File: config.mk
export PLATFORM = sky130hd
export DESIGN_NAME = comparator_scan_ctrl
export DESIGN_NICKNAME = d
export VERILOG_FILES = /design/src/rtl/comparator_scan_ctrl_pkg.sv /design/src/rtl/comparator_scan_ctrl_sync.sv /design/src/rtl/comparator_scan_ctrl.sv
export SDC_FILE = /design/constraint.sdc
export NUM_CORES = 1
export LEC_CHECK = 0
export BUFFER_PORTS_ARGS = -buffer_cell sky130_fd_sc_hd__buf_2
export CAP_MARGIN = 25
export CORE_MARGIN = 5
export CORE_UTILIZATION = 55
export CTS_CLUSTER_DIAMETER = 50
export DETAILED_ROUTE_END_ITERATION = 8
export GPL_TIMING_DRIVEN = 0
export HOLD_SLACK_MARGIN = 0.03
export PLACE_DENSITY = 0.76
export SETUP_SLACK_MARGIN = 0.15
export SLEW_MARGIN = 20
export SYNTH_ARGS = -nofsm -noshare
export SYNTH_HDL_FRONTEND = slang
export SYNTH_SLANG_ARGS = --single-unit
export TNS_END_PERCENT = 100
File: constraint.sdc
create_clock -name clk -period 2.13 [get_ports clk]
set_clock_uncertainty 0.15 [all_clocks]
set_input_delay 0 -clock clk [delete_from_list [all_inputs] [get_ports clk]]
set_output_delay 0 -clock clk [all_outputs]
set_load 0.1 [all_outputs]
File: src/rtl/comparator_scan_ctrl_pkg.sv
// Shared types and helpers for the comparator scan sequencer: FSM encoding,
// majority threshold and the set-bit search used to walk the channel mask.
package comparator_scan_pkg;

  typedef enum logic [2:0] {
    IDLE   = 3'd0,
    SEL    = 3'd1,
    SETTLE = 3'd2,
    SAMPLE = 3'd3,
    NEXT   = 3'd4,
    DONE   = 3'd5
  } state_t;

  // Mask search is sized for the largest supported channel count.
  localparam int MAX_CH   = 8;
  localparam int CH_IDX_W = 3;

  typedef struct packed {
    logic                found;
    logic [CH_IDX_W-1:0] idx;
  } ch_hit_t;

  // A channel reads 1 when strictly more than this many samples were high.
  function automatic int maj_thresh(input int nsamp);
    return nsamp / 2;
  endfunction

  // Lowest set mask bit strictly above cur, or the lowest set bit overall
  // when from_base is high.
  function automatic ch_hit_t next_set_ch(input logic [MAX_CH-1:0]   mask,
                                          input logic [CH_IDX_W-1:0] cur,
                                          input logic                from_base);
    ch_hit_t hit;
    hit = '0;
    for (int i = MAX_CH - 1; i >= 0; i--) begin
      if (mask[i] && (from_base || (i > int'(cur)))) begin
        hit.found = 1'b1;
        hit.idx   = CH_IDX_W'(i);
      end
    end
    return hit;
  endfunction

endpackage

File: src/rtl/comparator_scan_ctrl_sync.sv
// Two-flop synchronizer bringing the asynchronous comparator output into
// the core clock domain.
module cmp_sync (
  input  logic clk,
  input  logic resetn,
  input  logic d,
  output logic q
);

  logic meta;

  always_ff @(posedge clk or negedge resetn) begin
    if (!resetn) begin
      meta <= 1'b0;
      q    <= 1'b0;
    end else begin
      meta <= d;
      q    <= meta;
    end
  end

endmodule

File: src/rtl/comparator_scan_ctrl.sv
// Time-shares one analog comparator across NCH input pairs: selects each
// masked channel, waits for settling, majority-votes NSAMP samples, stores results.
module comparator_scan_ctrl
  import comparator_scan_pkg::*;
#(
  parameter int NCH      = 4,
  parameter int SETTLE_W = 8,
  parameter int NSAMP    = 3
) (
  input  logic                    clk,
  input  logic                    resetn,
  input  logic                    start,
  input  logic                    cont,
  input  logic [NCH-1:0]          ch_mask,
  input  logic [SETTLE_W-1:0]     settle_cycles,
  input  logic                    irq_clr,
  input  logic                    cmp_out,
  output logic                    cmp_en,
  output logic [$clog2(NCH)-1:0]  cmp_sel,
  output logic [NCH-1:0]          result,
  output logic                    result_valid,
  output logic                    busy,
  output logic                    irq
);

  localparam int SEL_W = $clog2(NCH);
  localparam int CNT_W = $clog2(NSAMP + 1);
  localparam logic [CNT_W-1:0] MAJ       = CNT_W'(maj_thresh(NSAMP));
  localparam logic [CNT_W-1:0] LAST_SAMP = CNT_W'(NSAMP - 1);

  state_t              state;
  state_t              state_n;
  logic [NCH-1:0]      mask_lat;
  logic [SETTLE_W-1:0] settle_lat;
  logic [SETTLE_W-1:0] settle_cnt;
  logic [CNT_W-1:0]    samp_cnt;
  logic [CNT_W-1:0]    ones;
  logic [NCH-1:0]      result_pre;
  logic                cmp_s;
  logic                scan_load;
  logic                irq_set;
  ch_hit_t             hit_first;
  ch_hit_t             hit_next;

  cmp_sync u_cmp_sync (
    .clk    (clk),
    .resetn (resetn),
    .d      (cmp_out),
    .q      (cmp_s)
  );

  // First channel is searched in the live mask because it is latched on
  // the same edge that enters SEL.
  assign hit_first = next_set_ch(MAX_CH'(ch_mask), '0, 1'b1);
  assign hit_next  = next_set_ch(MAX_CH'(mask_lat), CH_IDX_W'(cmp_sel), 1'b0);

  assign scan_load = ((state == IDLE) && (start || cont)) ||
                     ((state == DONE) && cont);

  // Only masked channels count as a change; result is final by DONE.
  assign irq_set = (state == DONE) && (|((result ^ result_pre) & mask_lat));

  always_ff @(posedge clk or negedge resetn) begin
    if (!resetn) begin
      state <= IDLE;
    end else begin
      state <= state_n;
    end
  end

  always_comb begin
    state_n = state;
    case (state)
      IDLE: begin
        if (start || cont) begin
          state_n = hit_first.found ? SEL : DONE;
        end
      end
      SEL:    state_n = (settle_lat == '0) ? SAMPLE : SETTLE;
      SETTLE: begin
        if (settle_cnt == SETTLE_W'(1)) begin
          state_n = SAMPLE;
        end
      end
      SAMPLE: begin
        if (samp_cnt == LAST_SAMP) begin
          state_n = NEXT;
        end
      end
      NEXT:   state_n = hit_next.found ? SEL : DONE;
      DONE:   state_n = (cont && hit_first.found) ? SEL : IDLE;
      default: state_n = IDLE;
    endcase
  end

  // Decoded from the state register so an async reset drops cmp_en at once.
  always_comb begin
    cmp_en       = 1'b0;
    busy         = 1'b1;
    result_valid = 1'b0;
    case (state)
      IDLE:                      busy         = 1'b0;
      SEL, SETTLE, SAMPLE, NEXT: cmp_en       = 1'b1;
      DONE:                      result_valid = 1'b1;
      default:                   busy         = 1'b0;
    endcase
  end

  always_ff @(posedge clk or negedge resetn) begin
    if (!resetn) begin
      mask_lat   <= '0;
      settle_lat <= '0;
      settle_cnt <= '0;
      samp_cnt   <= '0;
      ones       <= '0;
      result     <= '0;
      result_pre <= '0;
      cmp_sel    <= '0;
    end else begin
      if (scan_load) begin
        mask_lat   <= ch_mask;
        settle_lat <= settle_cycles;
        result_pre <= result;
        if (hit_first.found) begin
          cmp_sel <= SEL_W'(hit_first.idx);
        end
      end
      case (state)
        SEL: begin
          settle_cnt <= settle_lat;
          samp_cnt   <= '0;
          ones       <= '0;
        end
        SETTLE: settle_cnt <= settle_cnt - SETTLE_W'(1);
        SAMPLE: begin
          samp_cnt <= samp_cnt + CNT_W'(1);
          ones     <= ones + CNT_W'(cmp_s);
        end
        NEXT: begin
          result[cmp_sel] <= (ones > MAJ);
          if (hit_next.found) begin
            cmp_sel <= SEL_W'(hit_next.idx);
          end
        end
        default: ;
      endcase
    end
  end

  // A new change outranks a coincident clear.
  always_ff @(posedge clk or negedge resetn) begin
    if (!resetn) begin
      irq <= 1'b0;
    end else if (irq_set) begin
      irq <= 1'b1;
    end else if (irq_clr) begin
      irq <= 1'b0;
    end
  end

endmodule

* After elaboration in Yosys (flattened, before gate mapping) *
Index checks and enable logic that the tools add are counted.
W data, S select, Z words.

operators by class
  reductions and logical operators = 19
  equality and inequality tests = 10
  $lt $le $gt $ge = 6
  mux-type cells = 30
  bitwise operators = 2
  $add $sub $neg = 3

operators by type and width
  kind                   count
  $mux W4                7
  $pmux W3 S6            1
  $pmux W8 S2            1
  $mux W3                5
  $eq A8 B1 Y1 const B   1
  $logic_and A1 B1 Y1    8
  $logic_not A8 Y1       1
  $mux W1                8
  $mux W2                4
  $pmux W2 S2            2
  $reduce_or A4 Y1       2
  $sub A8 B1 Y8 const B  1
  $eq A3 B2 Y1 const B   2
  $eq A3 B3 Y1 const B   2
  $reduce_bool A2 Y1     3
  $reduce_or A5 Y1       1
  $and A4 B4 Y4          1
  $bwmux W4              1
  $gt A2 B2 Y1 const A   2
  $ne A2 B2 Y1 const B   2
  $xor A4 B4 Y4          1
  $eq A3 B1 Y1 const B   1
  $logic_not A3 Y1       1
  $lt A2 B3 Y1 const B   1
  10 further kinds       11

storage, ports and cells
  output and inout port bits = 10
  register bits after elaboration = 40
  input bits = 18
  word-level logic and storage cells = 82

* Logic depth before layout (Yosys ltp) *
  word-level depth = 8
  gate-level depth with buffers = 7
  gate-level depth less buffers = 6

* Modules after synthesis *
A second synthesis with hierarchy kept.

unflattened totals
  cells, all modules = 212
  area, all modules = 2214.6 µm²

by module, submodules not included
  module                area an instance (µm²)  instances  cells each  seq. area each (µm²)
  comparator_scan_ctrl  2164.6                  1          210         950.9
  cmp_sync              50.0                    1          2           50.0

* Worst setup path after synthesis *
OpenSTA, ideal clock, no wires.

  path type = register to output
  start = register state[2]
  end = output cmp_en
  path buffers = 2
  arrival = 2.336 ns
  slack = -0.356 ns
  data required time = 1.980 ns
  cell stages (with the launch flop) = 4
  cell sequence = dfrtp_1 > buf_2 > buf_2 > xnor2_1

between the ends
  longest elaborated chain between the ends = 3
  elaborated cells on any way between the ends = 6
  classes of those cells = eq/ne: 4; mux: 1; reduce/logical: 1

ends and longest elaborated chain
  item                                        line                         RTL
  from (decl)                                 comparator_scan_ctrl.sv:31   state_t state;
  from (signal assigned)                      comparator_scan_ctrl.sv:67   state <= state_n;
  $eq A3 B3 Y1, or another cell as far along  comparator_scan_ctrl.sv:101  case (state)
  $reduce_or A4 Y1 *                          comparator_scan_ctrl.sv:101
  $mux W1 *                                   comparator_scan_ctrl.sv:101
  to (decl)                                   comparator_scan_ctrl.sv:18   output logic cmp_en,

Every way passes the cells marked *; elsewhere a longest branch is shown, timed or not.

* Worst setup path in the final report *
  start = register state[2]
  end = register state[0]

between the ends
  longest elaborated chain between the ends = 3
  elaborated cells on any way between the ends = 11
  classes of those cells = eq/ne: 8; mux: 1; reduce/logical: 2

ends and longest elaborated chain
  item                                                                  line                        RTL
  $eq A3 B2 Y1 / $logic_not A3 Y1 (equally long branches)               comparator_scan_ctrl.sv:73  case (state)
  $ne A2 B2 Y1 (no source line) / $ne A2 B1 Y1 (equally long branches)  --
  $reduce_and A3 Y1 (no source line)                                    --

Parallel ways exist; a longest one is shown, timed or not.
A chain may end at the register's enable or synchronous reset.

==> impl_metrics.json <==
{
  "critical_path.endpoint": "state[0]$_DFFE_PN0P_",
  "period_minus_slack_ps": 1873,
  "via_per_inst": 5.889,
  "synth_edf_count": 0,
  "cts-buffers-inserted": 5,
  "multi_input_area_sq_mm": 0.001126,
  "coreArea_sq_mm": 0.003943,
  "fin_area_sq_mm": 0.002783,
  "setup_viol": 0,
  "routabilityCongestion": 0.8709,
  "grt_pass1_vias": 1889,
  "min_path_cells": 4,
  "arrival_ps": 1940,
  "power.density_mw_per_mm2": 1616,
  "mostFrequentLayoutCells": "39 x dfrtp_1, 29 x buf_2, 18 x dlygate4sd3_1",
  "worst-setup-path-type": "reg2reg",
  "r2r_end": "state[0]$_DFFE_PN0P_",
  "drive_above_1_share_pct": 29.70,
  "ir_worst_vdd_mv": 0.7886,
  "worstRegToRegCells": 5,
  "detailedPlace.worstSlack_ps": 118.1,
  "antenna_found_initial": 0,
  "slew_headroom_pct": 63.77,
  "worstPathRequired_ps": 2200,
  "ys.flop_type": "dfrtp_1",
  "p_leak_nw": 1.276,
  "mostFrequentLayoutCell": "dfrtp_1",
  "slew_violations": 0,
  "dr.first_iter.drc_count": 154,
  "rsz0062_at_grt": "yes",
  "synth_top_cell_by_area": "dfrtp_1",
  "rows": 23,
  "ctsLongestPathBuffers": 2,
  "synthDistinctLibCells": 53,
  "r2r-start": "state[2]$_DFFE_PN0P_",
  "hold_class": "in2reg",
  "grt_overflow": 0,
  "portBuffers": 27,
  "netlist_instances": 210,
  "hold_violations": 0,
  "clk-insertion-delay-late_ps": 300,
  "die_area_sq_mm": 0.005391,
  "syn_area_per_cell_sq_um": 10.53,
  "min_from": "start",
  "die-height_um": 73.42,
  "first_pass_iters": 4,
  "grt_max_degree": 41,
  "cts_tree": "yes",
  "setup_slack_ps": 256.7,
  "synth_nets": 232,
  "path_clk_slew_ps": 80,
  "outcome": "complete, no violations",
  "netlist_area_sq_mm": 0.002212,
  "regArea_sq_mm": 0.001002,
  "critPathLaunch": "state[2]$_DFFE_PN0P_",
  "dpl.hpwl_um": 3493,
  "num_vias": 1861,
  "ios": 28,
  "ant_nets": 0,
  "synth_top_area_share_pct": 45.25,
  "async_flop_share_pct": 100.0,
  "final_util_pct": 70.58,
  "drc_errors": 0,
  "ff2ff_setup_slack_ps": 260,
  "gr-usage-all-layers_pct": 21.99,
  "synth.area.top_cells": "dfrtp_1 45%, mux2_2 6.1%, mux2_4 4.1%, o21ai_0 2.9%, nand2_1 2.7%",
  "initial_core_util_pct": 56.11,
  "worst_pin_slew_ps": 539.3,
  "start_kind": "flop",
  "drt_wl_total_um": 5231,
  "ys_ff_latch": 40,
  "n_antenna_cell": 0,
  "fmax_mhz": 533.8,
  "synth_warnings": 0,
  "cts.sinks": 40,
  "drt-wirelength-per-cell_um": 16.55,
  "tns_ps": 0,
  "period_share_pct": 87.95,
  "areaGrowthSynthToFinish_pct": 25.79,
  "nFillCells": 286,
  "drv_cap": 0,
  "crit_path_end_kind": "flop",
  "crit_fanout": 10,
  "htree_levels": 2,
  "die_w_um": 73.42,
  "placed_area_sq_mm": 0.002422,
  "seq_area_frac_synth_pct": 45.25,
  "cts-root-buf": "clkbuf_8",
  "grt_pass1_wl_um": 8928,
  "num-nets-final": 287
}
==> cell type report <==
| type | count | area share (%) |
|---|---|---|
| inverter | 8 | 1.079 |
| sequential | 40 | 36.02 |
| tap | 50 | 2.248 |
| multi-input combinational | 150 | 40.47 |
| buffer | 12 | 2.743 |
| clock inverter | 1 | 1.079 |
| clock buffer | 7 | 3.462 |
| timing repair buffer | 48 | 12.90 |
==> logic make-up after synthesis <==
family / Yosys count / share of synthesized area, %
DFF: 40 / 45.25
xor gates and xnor gates: 5 / 1.980
adders and majority gates: 4 / 2.263
and+or+nand+nor: 69 / 17.76
muxes: 22 / 12.05
buffers and inverters: 20 / 4.808
AOI/OAI and AO/OA: 50 / 15.89
==> worst min-delay path by stage <==
| stage | to | slack [ps] |
|---|---|---|
| 2_1_floorplan | cmp_sel[0]$_DFF_PN0_ | -450 |
| 3_3_place_gp | u_cmp_sync.meta$_DFF_PN0_ | -40 |
| 3_5_place_dp | u_cmp_sync.meta$_DFF_PN0_ | -40 |
| 4_1_cts | cmp_sel[1]$_DFF_PN0_ | 110 |
| 5_1_grt | cmp_sel[1]$_DFF_PN0_ | 160 |
| 6_report | cmp_sel[1]$_DFF_PN0_ | 130 |
==> cells in the mapped netlist (3+ instances only) <==
| cell type | count |
|---|---|
| dfrtp_1 | 40 |
| nand2_1 | 16 |
| nor2_1 | 14 |
| o21ai_0 | 13 |
| mux2_2 | 12 |
| a21oi_1 | 11 |
| inv_1 | 8 |
| nor3_1 | 8 |
| mux2_4 | 6 |
| nand3_1 | 6 |
| buf_2 | 4 |
| clkbuf_1 | 4 |
| ha_1 | 4 |
| xor2_1 | 4 |
| a22oi_1 | 3 |
| buf_6 | 3 |
| mux2i_1 | 3 |
| nand2b_1 | 3 |
| nor2b_1 | 3 |
| nor4_1 | 3 |
==> report_power, final <==
| group | switching (mW) | internal, mW |
|---|---|---|
| clock network | 0.279 | 0.414 |
| registers | 0.316 | 1.10 |
| logic | 1.47 | 0.917 |
| total | 2.07 | 2.43 |
==> sequential cells by signal (all words and copies together) (netlist names) <==
signal / count
result_pre: 4
settle_lat: 8
settle_cnt: 8
state: 3
u_cmp_sync.meta: 1
cmp_sel: 2
ones: 2
mask_lat: 4
u_cmp_sync.q: 1
irq: 1
result: 4
samp_cnt: 2
==> metal layers <==
metal | part of all wire, % | track usage, % | up-vias
met5 | 0 | 0 | -
met4 | 3.1 | 11.27 | 0
met3 | 5.4 | 6.019 | 15
met2 | 50 | 35.65 | 60
met1 | 41 | 26.73 | 915
li1 | - | - | 871
==> what timing repair did <==
action	CTS	global route
cloned	0	0
pin swaps	1	0
endpoints found under the setup margin	8	5
hold buffers	17	1
resized for setup	1	4
setup buffers	2	0
hold endpoints to repair	58	7
==> stage by stage <==
stage | power [mW] | instances | hold WS, ps
floorplan | 3.231 | 210 | -445.6
global placement | 3.633 | 287 | -41.82
detailed placement | 3.704 | 287 | -40.17
CTS | 4.454 | 314 | 113.8
global route | 4.796 | 316 | 155.3
finish | 4.496 | 316 | 127.4
==> worst max-delay path, cell delays in order (launching register included) <==
cell and delay [ps]:
dfrtp_1 450, buf_2 220, or3b_1 450, nor2_1 180, nand3_1 130, a32oi_1 210
Note: power is estimated with default switching activity, not from simulation.
